File: src/rtl/vga_sync_gen_if.sv
// Timing bundle from the VGA sync generator to the character generator,
// the graphics stages and the connector.
interface vga_sync_gen_if;
    logic       p_tick;
    logic [9:0] pixel_x;
    logic [9:0] pixel_y;
    logic       video_on;
    logic       hsync;
    logic       vsync;
    logic       frame_tick;
    logic       blink;

    modport master (
        output p_tick, pixel_x, pixel_y, video_on,
        output hsync, vsync, frame_tick, blink
    );

    modport slave (
        input p_tick, pixel_x, pixel_y, video_on,
        input hsync, vsync, frame_tick, blink
    );
endinterface

File: src/rtl/vga_sync_gen.sv
// 640x480@60 VGA timing from the system clock: pixel enable, coordinates,
// registered active-low syncs, a frame tick and a slow cursor blink.
module vga_sync_gen #(
    parameter int DIV          = 4,
    parameter int H_DISPLAY    = 640,
    parameter int H_FRONT      = 16,
    parameter int H_SYNC       = 96,
    parameter int H_BACK       = 48,
    parameter int V_DISPLAY    = 480,
    parameter int V_FRONT      = 10,
    parameter int V_SYNC       = 2,
    parameter int V_BACK       = 33,
    parameter int BLINK_FRAMES = 30
) (
    input  logic           clk,
    input  logic           reset,
    vga_sync_gen_if.master vga
);
    localparam int H_TOTAL = H_DISPLAY + H_FRONT + H_SYNC + H_BACK;
    localparam int V_TOTAL = V_DISPLAY + V_FRONT + V_SYNC + V_BACK;
    localparam int DIV_W   = (DIV > 1) ? $clog2(DIV) : 1;
    localparam int BLINK_W = (BLINK_FRAMES > 1) ? $clog2(BLINK_FRAMES) : 1;

    localparam logic [DIV_W-1:0]   DIV_LAST   = DIV_W'(DIV - 1);
    localparam logic [BLINK_W-1:0] BLINK_LAST = BLINK_W'(BLINK_FRAMES - 1);
    localparam logic [9:0] H_LAST   = 10'(H_TOTAL - 1);
    localparam logic [9:0] V_LAST   = 10'(V_TOTAL - 1);
    localparam logic [9:0] H_VIS    = 10'(H_DISPLAY);
    localparam logic [9:0] V_VIS    = 10'(V_DISPLAY);
    localparam logic [9:0] HS_FIRST = 10'(H_DISPLAY + H_FRONT);
    localparam logic [9:0] HS_LAST  = 10'(H_DISPLAY + H_FRONT + H_SYNC - 1);
    localparam logic [9:0] VS_FIRST = 10'(V_DISPLAY + V_FRONT);
    localparam logic [9:0] VS_LAST  = 10'(V_DISPLAY + V_FRONT + V_SYNC - 1);

    logic [DIV_W-1:0]   div_cnt;
    logic [9:0]         pixel_x;
    logic [9:0]         pixel_y;
    logic [9:0]         x_next;
    logic [9:0]         y_next;
    logic               hsync_q;
    logic               vsync_q;
    logic [BLINK_W-1:0] blink_cnt;
    logic               blink_q;
    logic               p_tick;
    logic               frame_tick;

    assign p_tick     = (div_cnt == DIV_LAST);
    assign frame_tick = p_tick && (pixel_x == H_LAST) && (pixel_y == V_LAST);

    always_comb begin
        x_next = pixel_x;
        y_next = pixel_y;
        if (p_tick) begin
            if (pixel_x == H_LAST) begin
                x_next = '0;
                y_next = (pixel_y == V_LAST) ? 10'd0 : pixel_y + 10'd1;
            end else begin
                x_next = pixel_x + 10'd1;
            end
        end
    end

    always_ff @(posedge clk or posedge reset) begin
        if (reset) begin
            div_cnt <= '0;
        end else begin
            div_cnt <= (div_cnt == DIV_LAST) ? '0 : div_cnt + DIV_W'(1);
        end
    end

    // Syncs are decoded from the next-state counters so they flip on the
    // same edge as the coordinates instead of one clock later.
    always_ff @(posedge clk or posedge reset) begin
        if (reset) begin
            pixel_x <= '0;
            pixel_y <= '0;
            hsync_q <= 1'b1;
            vsync_q <= 1'b1;
        end else begin
            pixel_x <= x_next;
            pixel_y <= y_next;
            hsync_q <= !((x_next >= HS_FIRST) && (x_next <= HS_LAST));
            vsync_q <= !((y_next >= VS_FIRST) && (y_next <= VS_LAST));
        end
    end

    always_ff @(posedge clk or posedge reset) begin
        if (reset) begin
            blink_cnt <= '0;
            blink_q   <= 1'b0;
        end else if (frame_tick) begin
            if (blink_cnt == BLINK_LAST) begin
                blink_cnt <= '0;
                blink_q   <= ~blink_q;
            end else begin
                blink_cnt <= blink_cnt + BLINK_W'(1);
            end
        end
    end

    assign vga.p_tick     = p_tick;
    assign vga.pixel_x    = pixel_x;
    assign vga.pixel_y    = pixel_y;
    assign vga.video_on   = (pixel_x < H_VIS) && (pixel_y < V_VIS);
    assign vga.hsync      = hsync_q;
    assign vga.vsync      = vsync_q;
    assign vga.frame_tick = frame_tick;
    assign vga.blink      = blink_q;
endmodule

File: src/flat_wrapper.sv
// flat-port wrapper written by rule: the top's interface ports become plain ports
module vga_sync_gen_flat 
#(
    parameter int DIV          = 4,
    parameter int H_DISPLAY    = 640,
    parameter int H_FRONT      = 16,
    parameter int H_SYNC       = 96,
    parameter int H_BACK       = 48,
    parameter int V_DISPLAY    = 480,
    parameter int V_FRONT      = 10,
    parameter int V_SYNC       = 2,
    parameter int V_BACK       = 33,
    parameter int BLINK_FRAMES = 30
)
  (clk, reset, vga_p_tick, vga_pixel_x, vga_pixel_y, vga_video_on, vga_hsync, vga_vsync, vga_frame_tick, vga_blink);
  vga_sync_gen_if vga_i ();
  input  logic clk;
  input  logic reset;
  output wire logic [$bits(vga_i.p_tick)-1:0] vga_p_tick;
  output wire logic [$bits(vga_i.pixel_x)-1:0] vga_pixel_x;
  output wire logic [$bits(vga_i.pixel_y)-1:0] vga_pixel_y;
  output wire logic [$bits(vga_i.video_on)-1:0] vga_video_on;
  output wire logic [$bits(vga_i.hsync)-1:0] vga_hsync;
  output wire logic [$bits(vga_i.vsync)-1:0] vga_vsync;
  output wire logic [$bits(vga_i.frame_tick)-1:0] vga_frame_tick;
  output wire logic [$bits(vga_i.blink)-1:0] vga_blink;
  assign vga_p_tick = vga_i.p_tick;
  assign vga_pixel_x = vga_i.pixel_x;
  assign vga_pixel_y = vga_i.pixel_y;
  assign vga_video_on = vga_i.video_on;
  assign vga_hsync = vga_i.hsync;
  assign vga_vsync = vga_i.vsync;
  assign vga_frame_tick = vga_i.frame_tick;
  assign vga_blink = vga_i.blink;
  vga_sync_gen #(.DIV(DIV), .H_DISPLAY(H_DISPLAY), .H_FRONT(H_FRONT), .H_SYNC(H_SYNC), .H_BACK(H_BACK), .V_DISPLAY(V_DISPLAY), .V_FRONT(V_FRONT), .V_SYNC(V_SYNC), .V_BACK(V_BACK), .BLINK_FRAMES(BLINK_FRAMES)) u_core (.clk(clk), .reset(reset), .vga(vga_i));
endmodule
File: config.mk
export PLATFORM = sky130hd
export DESIGN_NAME = vga_sync_gen_flat
export DESIGN_NICKNAME = d
export VERILOG_FILES = /design/src/rtl/vga_sync_gen_if.sv /design/src/rtl/vga_sync_gen.sv /design/src/flat_wrapper.sv
export SDC_FILE = /design/constraint.sdc
export NUM_CORES = 1
export LEC_CHECK = 0
export ABC_AREA = 1
export BUFFER_PORTS_ARGS = -buffer_cell sky130_fd_sc_hd__buf_2
export CORE_MARGIN = 2
export CORE_UTILIZATION = 56
export CTS_CLUSTER_SIZE = 25
export DETAILED_ROUTE_END_ITERATION = 16
export PLACE_DENSITY = 0.79
export SLEW_MARGIN = 10
export SYNTH_ARGS = -nofsm -noshare
export SYNTH_HDL_FRONTEND = slang
export SYNTH_SLANG_ARGS = --single-unit
File: constraint.sdc
create_clock -name clk -period 2.28 [get_ports clk]
set_input_delay 0.456 -clock clk [delete_from_list [all_inputs] [get_ports clk]]
set_output_delay 0.456 -clock clk [all_outputs]
set_load 0.02 [all_outputs]
Word level (Yosys, flattened, before mapping)

Cells that the tools add are included.

Register bits after elaboration: 30
Latch bits: 0
Memory bits (writable): 0
Memory bits (read-only): 0
Input port bits: 2
Output and inout port bits: 26
Word-level logic and storage cells: 37
Memories kept: 0

$add $sub $neg: 4
$mul: 0
Divide/modulo/power cells: 0
$lt $le $gt $ge: 6
Eq/ne operators: 4
Shift-type cells: 0
Muxes and demuxes: 7
Bitwise operators: 1
Reduce and logical (&&, ||, !) cells: 8

Operators by type and width:

| kind                  | count |
|---|---|
| $mux 10               | 5 |
| $add 10x1->10 const B | 2 |
| $eq 10x10->1 const B  | 2 |
| $ge 10x10->1 const B  | 1 |
| $ge 10x9->1 const B   | 1 |
| $le 10x10->1 const B  | 1 |
| $le 10x9->1 const B   | 1 |
| $lt 10x10->1 const B  | 1 |
| $lt 10x9->1 const B   | 1 |
| $add 5x1->5 const B   | 1 |
| $eq 5x5->1 const B    | 1 |
| $logic_and 1x1->1     | 5 |
| $mux 5                | 1 |
| $add 2x1->2 const B   | 1 |
| $eq 2x2->1 const B    | 1 |
| $logic_not 1->1       | 2 |
| $mux 2                | 1 |
| $reduce_and 2->1      | 1 |
| $not 1->1             | 1 |

Logic depth before layout (Yosys ltp)

Gate-level depths: netlist of run 1.

Depth in word-level cells: 7
Gate-level depth with buffers: 13
Depth with buffers taken out: 12

Least setup slack after synthesis of run 1

OpenSTA, ideal clock, no wires.

Kind: register to output
From: reg u_core.div_cnt[0]
To: out vga_frame_tick
Arrival: 1.520 ns
Required time: 1.824 ns
Setup slack: 0.304 ns
Stages on the path, launching flop included: 10
Path buffers: 2
Cell sequence: dfrtp_1 > ha_1 > buf_4 > nand2_2 > nor2_2 > inv_2 > nor2_4 > nand2_1 > buf_6 > inv_2

Longest elaborated chain between the ends: 3

RTL lines:

| what                            | line               | text |
|---|---|---|
| from (decl)                     | vga_sync_gen.sv:35 | `logic [DIV_W-1:0] div_cnt;` |
| from (signal assigned)          | vga_sync_gen.sv:67 | `div_cnt <= (div_cnt == DIV_LAST) ? '0 : div_cnt + DIV_W'(1);` |
| $eq 2x2->1                      | vga_sync_gen.sv:47 | `assign p_tick = (div_cnt == DIV_LAST);` |
| net vga_p_tick                  | flat_wrapper.sv:19 | `output wire logic [$bits(vga_i.p_tick)-1:0] vga_p_tick;` |
| $logic_and 1x1->1 (2 in series) | vga_sync_gen.sv:48 | `assign frame_tick = p_tick && (pixel_x == H_LAST) && (pixel_y == V_LAST);` |
| to (decl)                       | flat_wrapper.sv:25 | `output wire logic [$bits(vga_i.frame_tick)-1:0] vga_frame_tick;` |

The timed path passes the listed nets, and every way through them passes these cells.

Worst setup path after layout of run 1

From: reg u_core.pixel_y[0], in the netlist u_core.vga.pixel_y[0]
To: out vga_frame_tick

Longest elaborated chain between the ends: 2

RTL lines:

| what                   | line               | text |
|---|---|---|
| from (decl)            | vga_sync_gen.sv:37 | `logic [9:0] pixel_y;` |
| from (signal assigned) | vga_sync_gen.sv:81 | `pixel_y <= y_next;` |
| $eq 10x10->1           | vga_sync_gen.sv:48 |  |
| $logic_and 1x1->1      | vga_sync_gen.sv:48 |  |

No other way between the ends.

==> results.py, run 1 <==
metrics = {
    "status": {
        "outcome": "complete, no violations",
    },
    "timing": {
        "fin_skew_ns": 0.0102,
        "fin_crit_ns": 2.15,
        "hold_violations": 0,
        "worst_slew_pin_slew_ns": 0.449,
        "fmax_ghz": 0.465,
        "whs_ns": 0.116,
        "relSlewSlack_pct": 70.0,
        "final.setup.tns_ns": 0,
        "setup_viol": 0,
        "slew_violations": 0,
        "finalCritPeriodShare_pct": 94.3,
    },
    "placed_design": {
        "dpl-instance-area_um2": 1890,
        "globalplace.congestion": 0.822,
        "io_buffers": 27,
        "hpwl_mm": 2.62,
    },
    "synthesis": {
        "synth_fp_nets": 230,
        "yosysWarnings": 0,
        "syn_avg_cell_area_um2": 7.76,
        "ys_ff_latch": 30,
        "postSynthCellCount": 222,
        "synth-seq-area-share_pct": 43.8,
        "ys_types": 30,
        "syn_area_um2": 1720,
    },
    "flow_run": {
        "cap_violations": 0,
    },
    "floorplan": {
        "die_w_um": 59.4,
        "start_util_pct": 57.8,
        "core_area_um2": 2980,
        "die_h_um": 59.4,
        "ioPinCount": 28,
        "die-area_um2": 3530,
        "placementRows": 20,
    },
    "routing": {
        "vias": 1456,
        "ant_nets": 0,
        "post_drt_via_cell_ratio": 5.00,
        "dr.pass1.iters": 4,
        "drtIter0Drc": 92,
        "routed_wirelength_mm": 3.38,
        "drc_errors": 0,
        "wl_per_cell_um": 11.6,
    },
    "cts": {
        "cts_buffer_depth": 2,
        "cts_tree": "yes",
        "cts_buffers": 5,
        "htreeDepth": 2,
        "cts_sinks": 30,
        "holdBufCountCts": 0,
        "clkLatencyLatePin_ns": 0.33,
        "clkTransAtPathRegs_ns": 0.08,
        "cts_root_buffer": "clkbuf_4",
    },
    "layout": {
        "layout.nets": 266,
        "drive_gt1_share_pct": 23.3,
        "final_util_pct": 66.4,
        "nFillCells": 266,
        "postLayoutCellArea_um2": 1980,
        "diodes": 0,
        "area_growth_pct": 14.9,
    },
    "power": {
        "total_power_w": 0.000854,
        "p_leak_nw": 1.06,
        "max-vdd-ir-drop_mv": 0.384,
        "power_density_nw_per_um2": 432,
    },
    "hold_path": {
        "min_path_type": "in2async",
    },
    "grt": {
        "first_global_vias": 1281,
        "antenna_found_initial": 0,
        "grt.met2_usage_pct": 33.0,
        "top_usage_layer": "met2",
        "globalRouteMet1Util_pct": 28.6,
        "met3_usage_pct": 6.33,
        "grt-ovfl-total": 0,
        "grt_use_total_pct": 21.7,
        "grt_pass1_wl_mm": 5.56,
        "grt_max_degree": 19,
    },
    "critical_path": {
        "cp-start-kind": "register",
        "critPathLaunch": "u_core.vga.pixel_y[0]",
        "cp_data_required_time_ns": 1.82,
        "critPathMaxStageDelay_ns": 0.40,
        "critPathMaxFanout": 4,
        "crit_type": "reg2out",
        "cpMaxStageDelayCell": "dfrtp_1",
        "cp.arrival_ns": 1.70,
        "crit_path_end_kind": "output pin",
        "path_cells": "inv_1 -> ha_1 -> nand2_1 -> nor2_2 -> inv_1 -> nor2_1 -> nand2_1 -> inv_2 -> buf_4",
        "rr_startpoint": "u_core.vga.pixel_y[0]",
    },
}
worst max-delay path, delay by kind of cell (launching register included):
kind                     cells  cell delay [ns]
adder cells (fa/ha/maj)      1             0.16
buffers and inverters        4             0.40
flip-flops                   1             0.40
AND/OR/NAND/NOR              4             0.42
cell usage after synthesis:
| library cell | number | area share, % |
|---|---|---|
| nand2_1 | 51 | 11 |
| inv_1 | 42 | 9.2 |
| dfrtp_1 | 28 | 41 |
| nor2_1 | 27 | 5.9 |
| nand3_1 | 12 | 3.5 |
| a21oi_1 | 9 | 2.6 |
| ha_1 | 6 | 4.4 |
| nand4_1 | 6 | 2.2 |
| nor3_1 | 5 | 1.5 |
| o21ai_0 | 4 | 1.2 |
| xor2_1 | 4 | 2.0 |
| nand2_2 | 3 | 1.1 |
| buf_6 | 2 | 1.3 |
| dfstp_2 | 2 | 3.1 |
| inv_2 | 2 | 0.44 |
| nand3_2 | 2 | 1.2 |
| nor2_2 | 2 | 0.73 |
| nor2_4 | 2 | 1.3 |
| o21a_1 | 2 | 0.87 |
| a211oi_2 | 1 | 0.73 |
| a31oi_1 | 1 | 0.36 |
| buf_4 | 1 | 0.44 |
| nor2_8 | 1 | 1.2 |
| nor3_2 | 1 | 0.58 |
| nor3b_2 | 1 | 0.73 |
| nor4_1 | 1 | 0.36 |
| o21ai_1 | 1 | 0.29 |
| o22ai_1 | 1 | 0.36 |
| or2_2 | 1 | 0.36 |
| xnor2_1 | 1 | 0.51 |
through the flow:
step | setup WS [ns] | cells
6_report | 0.129 | 291
4_1_cts | 0.00793 | 289
3_5_place_dp | 0.397 | 282
2_1_floorplan | 0.304 | 222
3_3_place_gp | 0.432 | 282
5_1_grt | -0.0275 | 291
kinds of logic after synthesis:
| kind of cell | count (synthesis) | share of synthesized area [%] |
|---|---|---|
| compound gates | 19 | 6.40 |
| buf+inv | 47 | 11.3 |
| flops | 30 | 43.7 |
| fa+ha+maj | 6 | 4.36 |
| simple gates | 115 | 31.6 |
| xor+xnor | 5 | 2.54 |
cell type report:
cell class / count / area [um^2] / area share [%]
sequential: 30 / 753 / 38.1
clock buffer: 7 / 55.1 / 2.78
multi-input combinational: 145 / 788 / 39.8
tap: 33 / 41.3 / 2.09
inverter: 44 / 165 / 8.35
timing repair buffer: 32 / 175 / 8.86
where the power goes:
part / leakage (nW) / internal [W] / switching, W / total (W)
Clock: 0.0314 / 0.000145 / 0.000165 / 0.000311
Combinational: 0.629 / 0.00000181 / 0.0000101 / 0.0000119
Sequential: 0.398 / 0.000532 / 0 / 0.000532
path summary, 6_finish.rpt:
path                       cells past startpoint                    end  slack, ns
max                                            9         vga_frame_tick       0.13
min                                            2  u_core.vga.pixel_x[7]       0.12
max reg2reg                                   11    u_core.blink_cnt[4]       0.51
min reg2reg                                    1      u_core.div_cnt[0]       0.43
max in group asynchronous                      3       u_core.vga.vsync       1.51
min in group clk                               1      u_core.div_cnt[0]       0.43
state kept, by name, indices dropped and copies added, names as in the netlist:
name                count
u_core.vga.pixel_x     10
u_core.vga.pixel_y     10
u_core.blink_cnt        5
u_core.div_cnt          2
u_core.vga.blink        1
u_core.vga.hsync        1
u_core.vga.vsync        1
what timing repair did:
| item | CTS | global route |
|---|---|---|
| setup buffers | 0 | 2 |
| resized for setup | 0 | 6 |
| endpoints found under the hold margin | 0 | 0 |
| setup endpoints to repair | 0 | 1 |
layout by cell type (no fill, tap or decap), types with 3 or more instances in the layout:
cell type | netlist | layout
a21oi_1 | 9 | 9
buf_2 | 0 | 26
buf_4 | 1 | 6
clkbuf_4 | 0 | 5
dfrtp_1 | 28 | 28
ha_1 | 6 | 4
inv_1 | 42 | 42
nand2_1 | 51 | 50
nand2_2 | 3 | 4
nand3_1 | 12 | 12
nand4_1 | 6 | 6
nor2_1 | 27 | 26
nor2_4 | 2 | 3
nor3_1 | 5 | 5
o21ai_0 | 4 | 4
xor2_1 | 4 | 4
per-layer routing:
layer	vias to the layer above	wire length (um)
met1	658	1630
met3	6	123
met5	-	0
met4	0	65
met2	27	1570
li1	765	-
Power figures use the tool's default switching activity.
==> run 2: changes to the inputs <==
- CAP_MARGIN: unset -> 20
- RECOVER_POWER: unset -> 50
==> results.py, run 2 (synthesized netlist as in run 1, its figures left out) <==
metrics = {
    "routing": {
        "drc_errors": 0,
        "routed_wirelength_mm": 3.39,
        "dr.pass1.iters": 4,
        "ant_nets": 0,
        "post_drt_via_cell_ratio": 5.01,
        "wl_per_cell_um": 11.7,
        "drtIter0Drc": 74,
        "vias": 1457,
    },
    "critical_path": {
        "crit_path_end_kind": "output pin",
        "worstReg2RegEnd": "u_core.blink_cnt[4]",
        "path_cells": "inv_1 -> ha_1 -> nand2_1 -> nor2_2 -> inv_1 -> nor2_1 -> nand2_1 -> inv_2 -> buf_4",
        "cp.arrival_ns": 1.70,
        "critPathMaxFanout": 4,
        "r2r_cells": 11,
        "cpMaxStageDelayCell": "dfrtp_1",
        "crit_type": "reg2out",
        "reg2reg_slack_ns": 0.50,
        "cp_data_required_time_ns": 1.82,
        "cp-start-kind": "register",
        "rr_startpoint": "u_core.vga.pixel_y[0]",
        "critPathMaxStageDelay_ns": 0.40,
    },
    "timing": {
        "setup_viol": 0,
        "slew_violations": 0,
        "fin_skew_ns": 0.0115,
        "hold_violations": 0,
        "timing.final.ws_setup_ns": 0.127,
        "relSlewSlack_pct": 34.9,
        "fin_crit_ns": 2.15,
        "worst_slew_pin_slew_ns": 0.977,
        "final.setup.tns_ns": 0,
        "finalCritPeriodShare_pct": 94.4,
        "fmax_ghz": 0.464,
    },
    "placed_design": {
        "hpwl_mm": 2.62,
        "dpl_worst_slack_ns": 0.397,
        "globalplace.congestion": 0.822,
        "io_buffers": 27,
    },
    "layout": {
        "nFillCells": 274,
        "layout.nets": 266,
        "area_growth_pct": 14.0,
        "layout.cells.most_common_list": "nand2_1, inv_1, dfrtp_1",
        "diodes": 0,
        "final_common_cell": "nand2_1",
        "drive_gt1_share_pct": 19.0,
        "top_regs": "u_core.vga.pixel_x x10, u_core.vga.pixel_y x10, u_core.blink_cnt x5",
    },
    "power": {
        "max-vdd-ir-drop_mv": 0.383,
        "p_leak_nw": 1.01,
        "total_power_w": 0.000855,
        "power_density_nw_per_um2": 436,
    },
    "grt": {
        "first_global_vias": 1281,
        "grt_use_total_pct": 21.7,
        "grt_pass1_wl_mm": 5.56,
        "grt_max_degree": 19,
        "antenna_found_initial": 0,
        "grt-ovfl-total": 0,
    },
    "cts": {
        "holdBufCountCts": 0,
        "cts_root_buffer": "clkbuf_4",
        "cts_buffers": 5,
        "cts_tree": "yes",
        "clkTransAtPathRegs_ns": 0.08,
        "cts_buffer_depth": 2,
        "htreeDepth": 2,
        "clkLatencyLatePin_ns": 0.33,
        "cts_sinks": 30,
    },
    "hold_path": {
        "min_path_type": "in2async",
    },
    "status": {
        "outcome": "complete, no violations",
    },
    "floorplan": {
        "die_w_um": 59.4,
        "start_util_pct": 57.8,
        "ioPinCount": 28,
        "die_h_um": 59.4,
        "core_area_um2": 2980,
        "die-area_um2": 3530,
        "placementRows": 20,
    },
    "flow_run": {
        "cap_violations": 0,
    },
}
[run 2: cell types whose count changed in the layout (fill, tap and decap cells not counted)]
cell      previous run  this run
buf_4                6         5
clkbuf_1             1        12
buf_2               26        16
[run 2: cell type report]
| type | count | area (um^2) | area share, % |
|---|---|---|---|
| Multi-Input combinational cell | 145 | 788 | 40.2 |
| Sequential cell | 30 | 753 | 38.4 |
| Timing Repair Buffer | 32 | 159 | 8.10 |
| Tap cell | 33 | 41.3 | 2.10 |
| Inverter | 44 | 165 | 8.42 |
| Clock buffer | 7 | 55.1 | 2.81 |
[run 2: repair_timing]
action	CTS	global route
endpoints found under the hold margin	0	0
resized for setup	0	6
endpoints found under the setup margin	0	1
buffers inserted	0	2
[run 2: worst max path at each step]
stage / endpoint / from
finish: vga_frame_tick / u_core.vga.pixel_y[0]
global route: vga_frame_tick / u_core.vga.pixel_y[0]
CTS: vga_frame_tick / u_core.div_cnt[0]
detailed placement: vga_frame_tick / u_core.div_cnt[0]
global placement: vga_frame_tick / u_core.div_cnt[0]
floorplan: vga_frame_tick / u_core.div_cnt[0]
[run 2: report_power, final]
| group | switching, W | internal (W) |
|---|---|---|
| registers | 0 | 0.000532 |
| logic | 0.0000101 | 0.00000104 |
| clock network | 0.000167 | 0.000145 |
[run 2: metal layers]
metal	global-route usage, %	up-vias	share of wire [%]
met5	0	-	0
met4	9.74	0	1.9
met3	6.33	6	3.5
met2	33.0	27	46
met1	28.6	661	49
li1	-	763	-
[run 2: critical path: cells and delay by family (launching register included)]
kind                       cells  cell delay (ns)
buffers and inverters          4             0.40
adders and majority gates      1             0.16
and+or+nand+nor                4             0.42
DFF                            1             0.40
[run 2: metrics by stage]
step | std cells | utilization (%) | area (um^2) | hold slack (ns)
3_5_place_dp | 282 | 63.5 | 1890 | 0.424
6_report | 291 | 65.9 | 1960 | 0.116
4_1_cts | 289 | 65.3 | 1950 | 0.124
3_3_place_gp | 282 | 63.5 | 1890 | 0.411
5_1_grt | 291 | 65.9 | 1960 | 0.159
2_1_floorplan | 222 | - | 1720 | 0.403
==> run 3: changes to the inputs <==
- ABC_AREA: 1 -> unset
- CORE_MARGIN: 2 -> unset
==> results.py, run 3 <==
metrics = {
    "placed_design": {
        "dpl_worst_slack_ns": 0.242,
        "place_inst": 236,
        "hpwl_mm": 2.53,
        "io_buffers": 27,
        "globalplace.congestion": 0.821,
    },
    "flow_run": {
        "cap_violations": 1,
    },
    "cts": {
        "cts_tree": "yes",
        "cts_root_buffer": "clkbuf_4",
        "cts_buffer_depth": 2,
        "htreeDepth": 2,
        "clkTransAtPathRegs_ns": 0.09,
        "clkLatencyLatePin_ns": 0.34,
        "cts_buffers": 5,
        "cts_sinks": 30,
    },
    "power": {
        "total_power_w": 0.00111,
        "p_leak_nw": 0.990,
        "max-vdd-ir-drop_mv": 0.572,
        "power_density_nw_per_um2": 533,
    },
    "timing": {
        "fin_skew_ns": 0.00994,
        "hold_violations": 0,
        "relSlewSlack_pct": -5.64,
        "finalCritPeriodShare_pct": 96.0,
        "setup_viol": 0,
        "worst_slew_pin_slew_ns": 1.58,
        "fin_crit_ns": 2.19,
        "fmax_ghz": 0.457,
        "timing.final.ws_setup_ns": 0.0904,
        "whs_ns": 0.454,
        "slew_violations": 31,
    },
    "synthesis": {
        "ys_types": 52,
        "synth_flop_cell": "dfrtp_1",
        "synth-seq-area-share_pct": 43.2,
        "synthTopCellsByArea": "dfrtp_1, nand2_1, ha_1",
        "syn_avg_cell_area_um2": 9.74,
        "synth_fp_nets": 187,
        "postSynthCellCount": 179,
        "synth_most_common_cell": "dfrtp_1",
        "ys_top_cells_by_count": "dfrtp_1, nand2_1, nor2_1, o21ai_0, nand4_1",
        "yosysWarnings": 0,
        "synth_top_area_share_pct": 40.2,
        "ys_ff_latch": 30,
        "syn_area_um2": 1740,
        "postSynth.asyncResetShare_pct": 100,
        "synth-edff-count": 0,
        "synth_top_cell_by_area": "dfrtp_1",
    },
    "routing": {
        "dr.pass1.iters": 10,
        "vias": 1504,
        "ant_nets": 0,
        "post_drt_via_cell_ratio": 5.97,
        "drtIter0Drc": 90,
        "drc_errors": 3,
        "wl_per_cell_um": 15.2,
        "routed_wirelength_mm": 3.84,
    },
    "layout": {
        "area_growth_pct": 19.3,
        "diodes": 0,
        "layout.nets": 228,
        "final_common_cell": "dfrtp_1",
        "drive_gt1_share_pct": 28.1,
        "instances_no_fill": 252,
        "layout.cells.most_common_list": "dfrtp_1, nand2_1, nor2_1, buf_2, buf_4",
        "top_regs": "u_core.vga.pixel_x x10, u_core.vga.pixel_y x10, u_core.blink_cnt x5",
    },
    "critical_path": {
        "critPathMaxStageDelay_ns": 0.44,
        "path_cells": "inv_2 -> ha_1 -> nand4_1 -> nor4_4 -> nand2_4 -> inv_4 -> buf_6",
        "cp.buffers_inverters": 3,
        "worst-path-stages": 7,
        "cpMaxStageDelayCell": "dfrtp_1",
        "crit_path_end_kind": "output pin",
        "cp_data_required_time_ns": 1.82,
        "crit_family": "simple AND/OR/NAND/NOR gates",
        "crit_type": "reg2out",
        "r2r_cells": 6,
        "reg2reg_slack_ns": 0.24,
        "cp.arrival_ns": 1.73,
        "cp-start-kind": "register",
        "critPathMaxFanout": 4,
    },
    "grt": {
        "grt-ovfl-total": 0,
        "grt_pass1_wl_mm": 6.35,
        "grt_max_degree": 31,
        "antenna_found_initial": 0,
        "first_global_vias": 1373,
        "grt_use_total_pct": 25.5,
    },
    "hold_path": {
        "min_path_type": "reg2reg",
        "hold_path_depth": 1,
    },
    "floorplan": {
        "placementRows": 19,
        "start_util_pct": 61.1,
        "die_h_um": 57.8,
        "die_w_um": 57.8,
        "ioPinCount": 28,
        "core_area_um2": 2850,
        "die-area_um2": 3340,
    },
    "status": {
        "outcome": "complete, but fails checks",
        "violations": "DRC, capacitance limit, slew limit",
    },
}
-- run 3: area by class of cell --
type	count	area (um^2)
repair buffers	42	240
inverters	5	21.3
well taps	31	38.8
fillers	219	773
clock inverters	2	60.1
multi-input cells	136	913
clock buffers	6	51.3
flip-flops and latches	30	754
-- run 3: kinds of logic after synthesis --
kind of cell               synth area share [%]
AOI/OAI and AO/OA                          12.3
DFF                                        43.2
muxes                                      1.22
xor gates and xnor gates                   6.53
and+or+nand+nor                            27.5
adders and majority gates                  4.31
buffers and inverters                      4.88
-- run 3: stage by stage --
| step | area (um^2) | utilization, % | setup TNS [ns] |
|---|---|---|---|
| after detailed placement | 1900 | 66.7 | 0 |
| final | 2080 | 72.9 | 0 |
| after global routing | 2080 | 72.9 | -0.0346 |
| after floorplan | 1740 | - | 0 |
| after global placement | 1900 | 66.7 | 0 |
| after CTS | 2050 | 71.8 | 0 |
-- run 3: worst paths after layout --
check / startpoint / end
max: u_core.vga.pixel_y[0] / vga_frame_tick
min: u_core.div_cnt[0] / u_core.div_cnt[0]
max reg2reg: u_core.vga.pixel_x[0] / u_core.vga.vsync
min reg2reg: u_core.div_cnt[0] / u_core.div_cnt[0]
max in group asynchronous: reset / u_core.vga.pixel_y[6]
min in group asynchronous: reset / u_core.blink_cnt[4]
-- run 3: layer usage --
layer / vias up / wire length (um) / part of all wire, % / global-route usage (%)
li1: 716 / - / - / -
met1: 728 / 1730 / 45 / 32.8
met2: 52 / 1840 / 48 / 41.2
met3: 8 / 197 / 5.1 / 6.92
met4: 0 / 69 / 1.8 / 9.86
met5: - / 0 / 0 / 0
-- run 3: what timing repair did --
item / CTS / global route
endpoints found under the setup margin: 1 / 1
buffers inserted: 3 / 5
resized for setup: 4 / 4
endpoints found under the hold margin: 0 / 0
hold buffers: 0 / 0
cloned: 0 / 0
pin swaps: 2 / 2
-- run 3: power breakdown --
group | switching (W) | internal, W
combinational | 0.0000102 | 0.00000103
sequential | 0 | 0.000532
clock | 0.000195 | 0.000371
total | 0.000205 | 0.000904
